`config.mk`:
```
export PLATFORM = sky130hd
export DESIGN_NAME = if_stage
export DESIGN_NICKNAME = d
export VERILOG_FILES = /design/src/rtl/if_stage.sv
export SDC_FILE = /design/constraint.sdc
export NUM_CORES = 1
export LEC_CHECK = 0
export BUFFER_PORTS_ARGS = -buffer_cell sky130_fd_sc_hd__buf_2
export CAP_MARGIN = 20
export CORE_AREA = 2 2 110 112
export CTS_BUF_LIST = sky130_fd_sc_hd__clkbuf_8
export CTS_CLUSTER_SIZE = 30
export DETAILED_ROUTE_END_ITERATION = 16
export DIE_AREA = 0 0 112 114
export PLACE_DENSITY_LB_ADDON = 0.08
export SLEW_MARGIN = 20
export SYNTH_ARGS = -nofsm -noshare
export SYNTH_HDL_FRONTEND = slang
export SYNTH_SLANG_ARGS = --single-unit
export TNS_END_PERCENT = 1
```
`constraint.sdc`:
```
create_clock -name clk -period 12.1 [get_ports clk]
set_input_delay 2.42 -clock clk [delete_from_list [all_inputs] [get_ports clk]]
set_output_delay 2.42 -clock clk [all_outputs]
set_load 0.05 [all_outputs]
```
`src/rtl/if_stage.sv`:
```
// Instruction fetch stage: PC register with redirect/stall control and the IF/ID
// pipeline register that hands one fetched instruction per clock to decode.
module if_stage #(
  parameter int unsigned  n        = 32,
  parameter logic [n-1:0] RESET_PC = 32'h0000_0000
) (
  input  logic         clk,
  input  logic         rst,
  input  logic         stall,
  input  logic         flush,
  input  logic         branch_taken,
  input  logic [n-1:0] branch_target,
  input  logic         jump,
  input  logic [n-1:0] jump_target,
  input  logic [n-1:0] instr_in,
  output logic [n-1:0] pc,
  output logic [n-1:0] pc_plus4_out,
  output logic [n-1:0] instr_out,
  output logic         valid_out,
  output logic [31:0]  fetch_count
);

  localparam logic [n-1:0] Four = n'(4);

  logic [n-1:0] pc_plus4;
  logic [n-1:0] jump_aligned;
  logic [n-1:0] branch_aligned;
  logic         redirect;

  logic [n-1:0] pc_d;
  logic [n-1:0] pc_plus4_d;
  logic [n-1:0] instr_d;
  logic         valid_d;
  logic [31:0]  fetch_count_d;

  // Carry out of the top bit is dropped so the address space wraps to zero.
  assign pc_plus4       = pc + Four;
  assign jump_aligned   = {jump_target[n-1:2], 2'b00};
  assign branch_aligned = {branch_target[n-1:2], 2'b00};
  assign redirect       = jump | branch_taken;

  always_comb begin
    pc_d = pc_plus4;
    if (jump) begin
      pc_d = jump_aligned;
    end else if (branch_taken) begin
      pc_d = branch_aligned;
    end else if (stall) begin
      pc_d = pc;
    end
  end

  // A redirect squashes the instruction fetched down the wrong path.
  always_comb begin
    pc_plus4_d    = pc_plus4_out;
    instr_d       = instr_out;
    valid_d       = valid_out;
    fetch_count_d = fetch_count;
    if (redirect || flush) begin
      pc_plus4_d = '0;
      instr_d    = '0;
      valid_d    = 1'b0;
    end else if (!stall) begin
      pc_plus4_d    = pc_plus4;
      instr_d       = instr_in;
      valid_d       = 1'b1;
      fetch_count_d = fetch_count + 32'd1;
    end
  end

  always_ff @(posedge clk or posedge rst) begin
    if (rst) begin
      pc           <= RESET_PC;
      pc_plus4_out <= '0;
      instr_out    <= '0;
      valid_out    <= 1'b0;
      fetch_count  <= '0;
    end else begin
      pc           <= pc_d;
      pc_plus4_out <= pc_plus4_d;
      instr_out    <= instr_d;
      valid_out    <= valid_d;
      fetch_count  <= fetch_count_d;
    end
  end

endmodule

```
==> impl_metrics.csv, run 1 <==
group,metric,value,unit
run_status,status,"finished clean",
logic_synthesis,synth_edf_count,0,
place,place_area,0.00719,mm2
floorplan,die-area,0.0128,mm2
job,drv_cap,0,
clocking,cts.sinks,125,
clocking,cts_root_buffer,"clkbuf_8",
clocking,hold_buffers,0,
logic_synthesis,synth_area_leader_cell,"dfrtp_1",
floorplan,ioPinCount,231,
floorplan,rows,40,
floorplan,core_area,0.0117,mm2
timing,finalHoldViolations,0,
power_and_ir_drop,p_leak,3.80,nW
critical_path,worstSetupPathType,"primary input to flop",
logic_synthesis,synth_ff_type,"dfrtp_1",
timing,worst_pin_slew,0.945,ns
critical_path,crit_chain,"buf_2, nor2_1, nand2_1, nor2_4, buf_4, nand2_1, o21ai_0",
logic_synthesis,async_reset_ff_frac,1.00,
power_and_ir_drop,power_frac_seq,0.439,
critical_path,end_kind,"flop",
global_routing,first_global_vias,5228,
drt,drc,0,
critical_path,critPathRequiredTime,12.44,ns
logic_synthesis,syn_inst,586,
finish,drive_gt1_frac,0.335,
clocking,cts_setup_buffers,0,
drt,num_vias,5309,
hold_path,hold_class,"flop to flop",
timing,rsz0062_at_grt,"no",
place,gp_congestion,0.871,
finish,area_delta_synth_final,26.4,%
finish,stdcell_area,0.00763,mm2
global_routing,grt_start_max_net_pins,72,
global_routing,grt.overflow.total,0,
power_and_ir_drop,swShare,0.312,
logic_synthesis,synth_top_cell_area_share,0.518,
clocking,post_cts_resized,0,
power_and_ir_drop,pwr-share-comb,0.188,
place,io_buffer_count,222,
logic_synthesis,synth_seq_area_share,0.518,
logic_synthesis,synth_area_per_cell,10.3,um2
clocking,cts_buffer_depth,2,
drt,first_pass_iters,4,
power_and_ir_drop,peakVddDrop,0.000110,V
critical_path,arrival,5.09,ns
place,dpl.hpwl,11900,um
timing,drv_slew,0,
critical_path,crit_top_cell,"nand2_1",
timing,setup_viol,0,
critical_path,crit_fanout,60,
global_routing,antenna_found_initial,0,
global_routing,grt_pass1_wl,27000,um
power_and_ir_drop,p_int,0.000734,W
finish,nets,896,
drt,ant_nets,0,
timing,min_period,4.75,ns
clocking,path_clk_slew,0.07,ns
finish,multiInputGateArea,0.00271,mm2
timing,skew,0.00829,ns
finish,fillerInstances,1022,
logic_synthesis,ys_top_cells_by_area,"dfrtp_1 52%, xnor2_1 7.3%, a22o_1 5.7%, nand2_1 4.0%, xor2_1 2.9%",
floorplan,start_util,0.516,
timing,fmaxAchievable,211,MHz
timing,fin_setup_tns,0,ns
logic_synthesis,netlist_area,0.00604,mm2
critical_path,startpoint_type,"primary input",
global_routing,grt_usage,0.270,
power_and_ir_drop,p_sw,0.000333,W
power_and_ir_drop,p_clk_frac,0.374,
finish,regArea,0.00313,mm2
drt,drt-total-wl,17000,um
critical_path,slowest_stage,"nor2_1",
floorplan,die_y,114,um
logic_synthesis,synth.distinct_cells,57,
logic_synthesis,yosys_warnings,0,
logic_synthesis,ys_ff_latch,125,
timing,min_period_over_period,0.392,
drt,via_per_inst,5.58,
critical_path,ff2ff_setup_slack,9.26,ns
clocking,clock_latency,0.44,ns
clocking,htree_levels,4,
power_and_ir_drop,p_per_area,140,mW/mm2
floorplan,die_w,112,um
clocking,cts_made_buffers,17,
drt,drt-initial-drc-count,325,
timing,relSlewSlack,0.370,
critical_path,cpPeakStageDelay,0.64,ns
clocking,cts_tree,"done",
drt,post_drt_wl_per_cell,17.9,um
## layout by cell type, fill, tap and decap left out, types with 10 or more instances in the layout
cell type / n
nand4_1: 21
nor3_1: 12
o21ai_0: 30
o22ai_1: 10
xnor2_1: 50
a22o_1: 39
nand3_1: 19
nand2_1: 65
clkbuf_8: 24
nor2_1: 25
buf_2: 222
a21oi_1: 23
dfrtp_1: 125
xor2_1: 20
## cell usage after synthesis, drive strengths merged, types with 3 or more instances
cell type,instances
xor2,20
inv,9
o21ai,38
and4,8
and2,5
a221oi,3
dfrtp,125
a22o,39
nand2b,4
nor2b,4
mux2i,4
clkbuf,26
and3,7
nor3,16
nor4,10
buf,15
o211ai,4
xnor2,50
nand4,21
o22ai,10
nor2,26
a22oi,7
nand2,66
nand3,19
a21oi,23
## layer usage
layer / routed length [um] / vias to the layer above / track usage
met5: 0 / - / 0
met4: 239 / 0 / 0.0829
met3: 1100 / 18 / 0.0622
met2: 8700 / 176 / 0.474
met1: 7000 / 2597 / 0.336
li1: - / 2518 / -
## registers in the layout (all words and copies together) (netlist names)
register      count
instr_out        32
pc               30
pc_plus4_out     30
fetch_count      32
valid_out         1
## stage by stage
step                      power (W)  cells  worst slack [ns]   util  hold slack (ns)
after floorplan            0.000614    589              6.35      -            0.746
after global placement     0.000671    920              6.96  0.614            0.456
after detailed placement   0.000676    920              6.93  0.614            0.466
after CTS                   0.00107    950              7.41  0.651            0.483
after global routing        0.00111    950              7.12  0.651            0.501
final                       0.00107    951              7.35  0.652            0.474
## critical path, delay by kind of cell
| kind | cells | cell delay [ns] |
|---|---|---|
| AND/OR/NAND/NOR | 4 | 1.63 |
| buffers and inverters | 2 | 0.91 |
| AO/OA/AOI/OAI | 1 | 0.11 |
## final cells by class
cell class | count | area share
multi-input combinational | 413 | 0.355
tap | 147 | 0.0241
timing repair buffer | 225 | 0.149
clock inverter | 6 | 0.0139
inverter | 10 | 0.00525
sequential | 125 | 0.410
antenna | 1 | 0.000328
clock buffer | 24 | 0.0433
## final timing paths
path | start | end | cells past startpoint
max | jump | pc_plus4_out[18] | 7
min | pc_plus4_out[9] | pc_plus4_out[9] | 2
max reg2reg | pc[4] | pc_plus4_out[23] | 5
min reg2reg | pc_plus4_out[9] | pc_plus4_out[9] | 2
max in group asynchronous | rst | fetch_count[8] | 3
min in group asynchronous | rst | instr_out[9] | 2
## power by group through the flow
stage                     registers (W)  logic (W)  clock network (W)
after global routing           0.000472   0.000214           0.000426
final                          0.000468   0.000201           0.000399
after floorplan                0.000541  0.0000728                  0
after global placement         0.000474   0.000197                  0
after detailed placement       0.000475   0.000201                  0
after CTS                      0.000468   0.000201           0.000406
## logic make-up after synthesis
kind of cell,share of synthesized area
compound gates,0.163
xor+xnor,0.102
fa+ha+maj,0.00414
buf+inv,0.0369
flops,0.518
mux,0.00850
other cells,0.000621
simple gates,0.167
Power figures use the tool's default switching activity.
==> inputs of run 2 (changes only) <==
Settings changed: CORE_AREA 2 2 110 112 to 2 2 112 114, DIE_AREA 0 0 112 114 to 0 0 114 116.
Clock period 12.1 ns to 4.8 ns, I/O delays scaled along.
==> impl_metrics.csv, run 2 (same netlist as run 1, synthesis figures left out) <==
group,metric,value,unit
run_status,status,"finished clean",
clocking,path_clk_slew,0.07,ns
clocking,cts_root_buffer,"clkbuf_8",
critical_path,r2r_start,"pc[4]",
finish,final_util,0.643,
drt,drt-initial-drc-count,367,
finish,antennaDiodeCount,0,
timing,min_period_over_period,0.650,
place,placed_cells,923,
place,io_buffer_count,222,
global_routing,antenna_found_initial,0,
place,dp_slack,1.30,ns
clocking,cts_buffer_depth,2,
clocking,cts_tree,"done",
drt,post_drt_wl_per_cell,18.0,um
drt,drt-total-wl,17200,um
timing,final.setup.worst_slack,1.68,ns
global_routing,first_global_vias,5191,
place,gp_congestion,0.861,
timing,finalHoldViolations,0,
clocking,cts_made_buffers,17,
timing,fmaxAchievable,321,MHz
drt,first_pass_iters,5,
global_routing,grt_start_max_net_pins,70,
job,drv_cap,0,
finish,layout_commonest_cell,"buf_2",
critical_path,reg2reg_depth,5,
timing,skew,0.0116,ns
finish,stdcell_count,955,
power_and_ir_drop,peakVddDrop,0.000213,V
timing,relSlewSlack,0.438,
clocking,clock_latency,0.44,ns
critical_path,crit_path_start,"jump",
floorplan,die-area,0.0132,mm2
finish,drive_gt1_frac,0.338,
critical_path,worst_r2r_endpoint,"pc[23]",
finish,nets,899,
finish,largest_registers,"fetch_count x32, instr_out x32",
critical_path,ff2ff_setup_slack,2.01,ns
timing,fin_setup_tns,0,ns
floorplan,core_area,0.0119,mm2
hold_path,hold_end,"pc_plus4_out[9]",
floorplan,start_util,0.507,
power_and_ir_drop,total_power,0.00270,W
timing,drv_slew,0,
timing,worst_pin_slew,0.843,ns
floorplan,ioPinCount,231,
timing,setup_viol,0,
power_and_ir_drop,p_per_area,352,mW/mm2
power_and_ir_drop,p_leak,3.82,nW
global_routing,grt.overflow.total,0,
critical_path,slowest_stage,"nor2_1",
drt,ant_nets,0,
drt,num_vias,5465,
timing,rsz0062_at_grt,"no",
clocking,cts.sinks,125,
critical_path,worstSetupPathType,"primary input to flop",
critical_path,critPathRequiredTime,5.15,ns
clocking,post_cts_resized,0,
clocking,cts_setup_buffers,0,
critical_path,crit_top_cell,"nand2_1",
finish,layout_common_cells,"222 x buf_2, 125 x dfrtp_1, 65 x nand2_1",
global_routing,grt_pass1_wl,26700,um
clocking,htree_levels,4,
timing,min_period,3.12,ns
clocking,hold_buffers,0,
floorplan,rows,40,
hold_path,hold_class,"flop to flop",
hold_path,min_path_cells,2,
drt,via_per_inst,5.72,
critical_path,startpoint_type,"primary input",
drt,drc,0,
critical_path,crit_chain,"buf_2, nor2_1, nand2_1, nor2_4, buf_12, nand2_1, o21ai_0",
critical_path,crit_fanout,51,
place,dpl.hpwl,12100,um
critical_path,cpPeakStageDelay,0.60,ns
critical_path,arrival,3.47,ns
finish,area_delta_synth_final,26.9,%
hold_path,min-delay-start,"pc_plus4_out[9]",
floorplan,die_y,116,um
critical_path,end_kind,"flop",
global_routing,grt_usage,0.262,
floorplan,die_w,114,um
==> run 2: changes by cell type in the layout (fill, tap and decap cells not counted), sizes merged <==
| cell | delta |
|---|---|
| buf | +3 |
| diode | -1 |
| bufinv | +1 |
| inv | +1 |
| clkbuf | -5 |
| clkinv | +5 |
==> run 2: power by group <==
group / switching, W / internal, W / total, W
logic: 0.000366 / 0.000145 / 0.000511
registers: 0.0000757 / 0.00110 / 0.00118
clock network: 0.000422 / 0.000587 / 0.00101
total: 0.000863 / 0.00184 / 0.00270
==> run 2: metal layers <==
metal | part of all wire | wire length (um) | track usage | up-vias
met5 | 0 | 0 | 0 | -
met4 | 0.016 | 269 | 0.102 | 0
met3 | 0.074 | 1270 | 0.0507 | 26
met2 | 0.51 | 8680 | 0.438 | 250
met1 | 0.41 | 6960 | 0.338 | 2661
li1 | - | - | - | 2528
==> run 2: layout make-up <==
type / count / area (um2)
Timing Repair Buffer: 228 / 1170
Clock inverter: 13 / 173
Tap cell: 147 / 184
Fill cell: 1030 / 4250
Inverter: 10 / 40.0
Clock buffer: 19 / 262
Sequential cell: 125 / 3130
Multi-Input combinational cell: 413 / 2710
==> run 2: worst max-delay path, delay by kind of cell <==
| family | cells | cell delay, ns |
|---|---|---|
| buffers and inverters | 2 | 0.66 |
| AO/OA/AOI/OAI | 1 | 0.09 |
| AND/OR/NAND/NOR | 4 | 1.74 |
==> run 2: worst max-delay path by stage <==
stage                       end  slack, ns  depth (start not counted)
6_report       pc_plus4_out[14]       1.68                          7
4_1_cts        pc_plus4_out[14]       1.71                          7
3_3_place_gp   pc_plus4_out[13]       1.27                          6
3_5_place_dp   pc_plus4_out[11]       1.30                          7
5_1_grt        pc_plus4_out[14]       1.52                          7
2_1_floorplan    fetch_count[0]       0.51                          1
==> run 2: metrics by stage <==
stage	area, um2	hold slack, ns
6_report	7660	0.476
2_1_floorplan	6050	0.746
5_1_grt	7660	0.510
4_1_cts	7660	0.481
3_3_place_gp	7230	0.457
3_5_place_dp	7230	0.469
==> inputs of run 3 (changes only) <==
Clock period 4.8 ns to 2.9 ns, I/O delays scaled along.
==> impl_metrics.csv, run 3 (same netlist as run 1, synthesis figures left out) <==
group,metric,value,unit
global_routing,grt.overflow.total,0,
drt,drt-total-wl,17100,um
clocking,path_clk_slew,0.07,ns
timing,final.setup.worst_slack,0.612,ns
floorplan,core_area,0.0119,mm2
clocking,cts_setup_buffers,0,
global_routing,grt_pass1_wl,26600,um
place,io_buffer_count,222,
critical_path,worstSetupPathType,"flop to flop",
clocking,cts_tree,"done",
clocking,hold_buffers,0,
power_and_ir_drop,p_leak,3.86,nW
power_and_ir_drop,swShare,0.312,
finish,area_delta_synth_final,28.1,%
timing,fmaxAchievable,437,MHz
power_and_ir_drop,p_sw,0.00138,W
place,dpl.hpwl,12100,um
timing,skew,0.0109,ns
global_routing,first_global_vias,5244,
critical_path,arrival,2.63,ns
run_status,status,"finished clean",
drt,drc,0,
power_and_ir_drop,peakVddDrop,0.000313,V
critical_path,startpoint_type,"flop",
drt,ant_nets,0,
drt,post_drt_wl_per_cell,17.7,um
hold_path,hold_class,"primary input to async pin",
critical_path,crit_top_cell,"a21oi_1",
clocking,cts_root_buffer,"clkbuf_8",
timing,drv_slew,0,
finish,drive_gt1_frac,0.345,
floorplan,die_w,114,um
drt,via_per_inst,5.58,
job,drv_cap,0,
power_and_ir_drop,pwr-share-comb,0.193,
global_routing,grt_usage,0.262,
finish,stdcell_area,0.00773,mm2
place,place_area,0.00730,mm2
timing,min_period,2.29,ns
drt,first_pass_iters,5,
timing,worst_pin_slew,1.04,ns
floorplan,die-area,0.0132,mm2
critical_path,critPathRequiredTime,3.24,ns
drt,num_vias,5379,
critical_path,cpPeakStageDelay,0.82,ns
global_routing,grt_start_max_net_pins,109,
critical_path,crit_chain,"nand2_2, or4_1, o41ai_1, a21oi_1, a21oi_1",
timing,fin_setup_tns,0,ns
global_routing,antenna_found_initial,0,
critical_path,reg2reg_depth,5,
clocking,htree_levels,4,
floorplan,die_y,116,um
finish,antennaDiodeCount,0,
critical_path,path_depth,5,
timing,setup_viol,0,
critical_path,end_kind,"flop",
critical_path,slowest_stage,"or4_1",
finish,nets,909,
timing,finalHoldViolations,0,
clocking,post_cts_resized,0,
timing,rsz0062_at_grt,"no",
place,dp_slack,0.476,ns
power_and_ir_drop,p_clk_frac,0.367,
critical_path,crit_fanout,9,
clocking,cts_buffer_depth,2,
finish,layout_common_cells,"222 x buf_2, 125 x dfrtp_1, 65 x nand2_1",
timing,relSlewSlack,0.308,
clocking,cts_made_buffers,17,
timing,min_period_over_period,0.789,
power_and_ir_drop,p_per_area,573,mW/mm2
clocking,clock_latency,0.42,ns
floorplan,start_util,0.507,
clocking,cts.sinks,125,
critical_path,crit_family,"simple AND/OR/NAND/NOR gates",
critical_path,cp_num_buf_inv,0,
drt,drt-initial-drc-count,423,
finish,layout_commonest_cell,"buf_2",
power_and_ir_drop,power_frac_seq,0.440,
power_and_ir_drop,p_int,0.00305,W
floorplan,ioPinCount,231,
floorplan,rows,40,
place,gp_congestion,0.866,
finish,largest_registers,"fetch_count x32, instr_out x32",
## run 3: cell count changes in the layout (fill, tap and decap cells not counted)
| cell | previous run | this run |
|---|---|---|
| clkbuf_8 | 19 | 23 |
| clkinv_2 | 4 | 3 |
| buf_4 | 5 | 15 |
| clkinv_4 | 2 | 0 |
| bufinv_16 | 4 | 3 |
| inv_4 | 1 | 0 |
## run 3: worst reg2reg max path: stages (launching register included)
cell and delay [ns]:
dfrtp_1 0.48, nand2_2 0.16, or4_1 0.82, o41ai_1 0.49
a21oi_1 0.12, a21oi_1 0.14
## run 3: metrics by stage
step / power [W] / instances / utilization / hold WS [ns]
after floorplan: 0.00256 / 589 / - / 0.646
after global placement: 0.00282 / 933 / 0.613 / 0.460
after detailed placement: 0.00284 / 933 / 0.613 / 0.466
after CTS: 0.00447 / 964 / 0.649 / 0.139
after global routing: 0.00462 / 964 / 0.649 / 0.154
final: 0.00443 / 964 / 0.649 / 0.155
## run 3: cell type report
| type | count | area [um2] |
|---|---|---|
| clock buffers | 23 | 317 |
| repair buffers | 238 | 1240 |
| well taps | 147 | 184 |
| inverters | 10 | 41.3 |
| flip-flops and latches | 125 | 3130 |
| multi-input cells | 413 | 2710 |
| clock inverters | 8 | 113 |
| fillers | 1038 | 4180 |
## run 3: final timing paths
check	start	to	slack, ns
max reg2reg	pc[8]	pc[29]	0.61
max	pc[8]	pc[29]	0.61
min	rst	fetch_count[10]	0.16
min in group clk	jump_target[2]	pc[2]	0.37
max in group asynchronous	rst	pc_plus4_out[29]	1.86
min reg2reg	pc_plus4_out[11]	pc_plus4_out[11]	0.48
## run 3: per-layer routing
metal	up-vias	wire, um	track usage
li1	2548	-	-
met1	2560	7050	0.340
met2	246	8410	0.425
met3	25	1290	0.0581
met4	0	356	0.115
met5	-	0	0
## run 3: power by group through the flow
stage | clock network, W | logic (W) | registers, W
after floorplan | 0 | 0.000304 | 0.00226
after global placement | 0 | 0.000849 | 0.00198
after detailed placement | 0 | 0.000858 | 0.00198
after CTS | 0.00166 | 0.000860 | 0.00195
after global routing | 0.00174 | 0.000915 | 0.00197
final | 0.00163 | 0.000857 | 0.00195
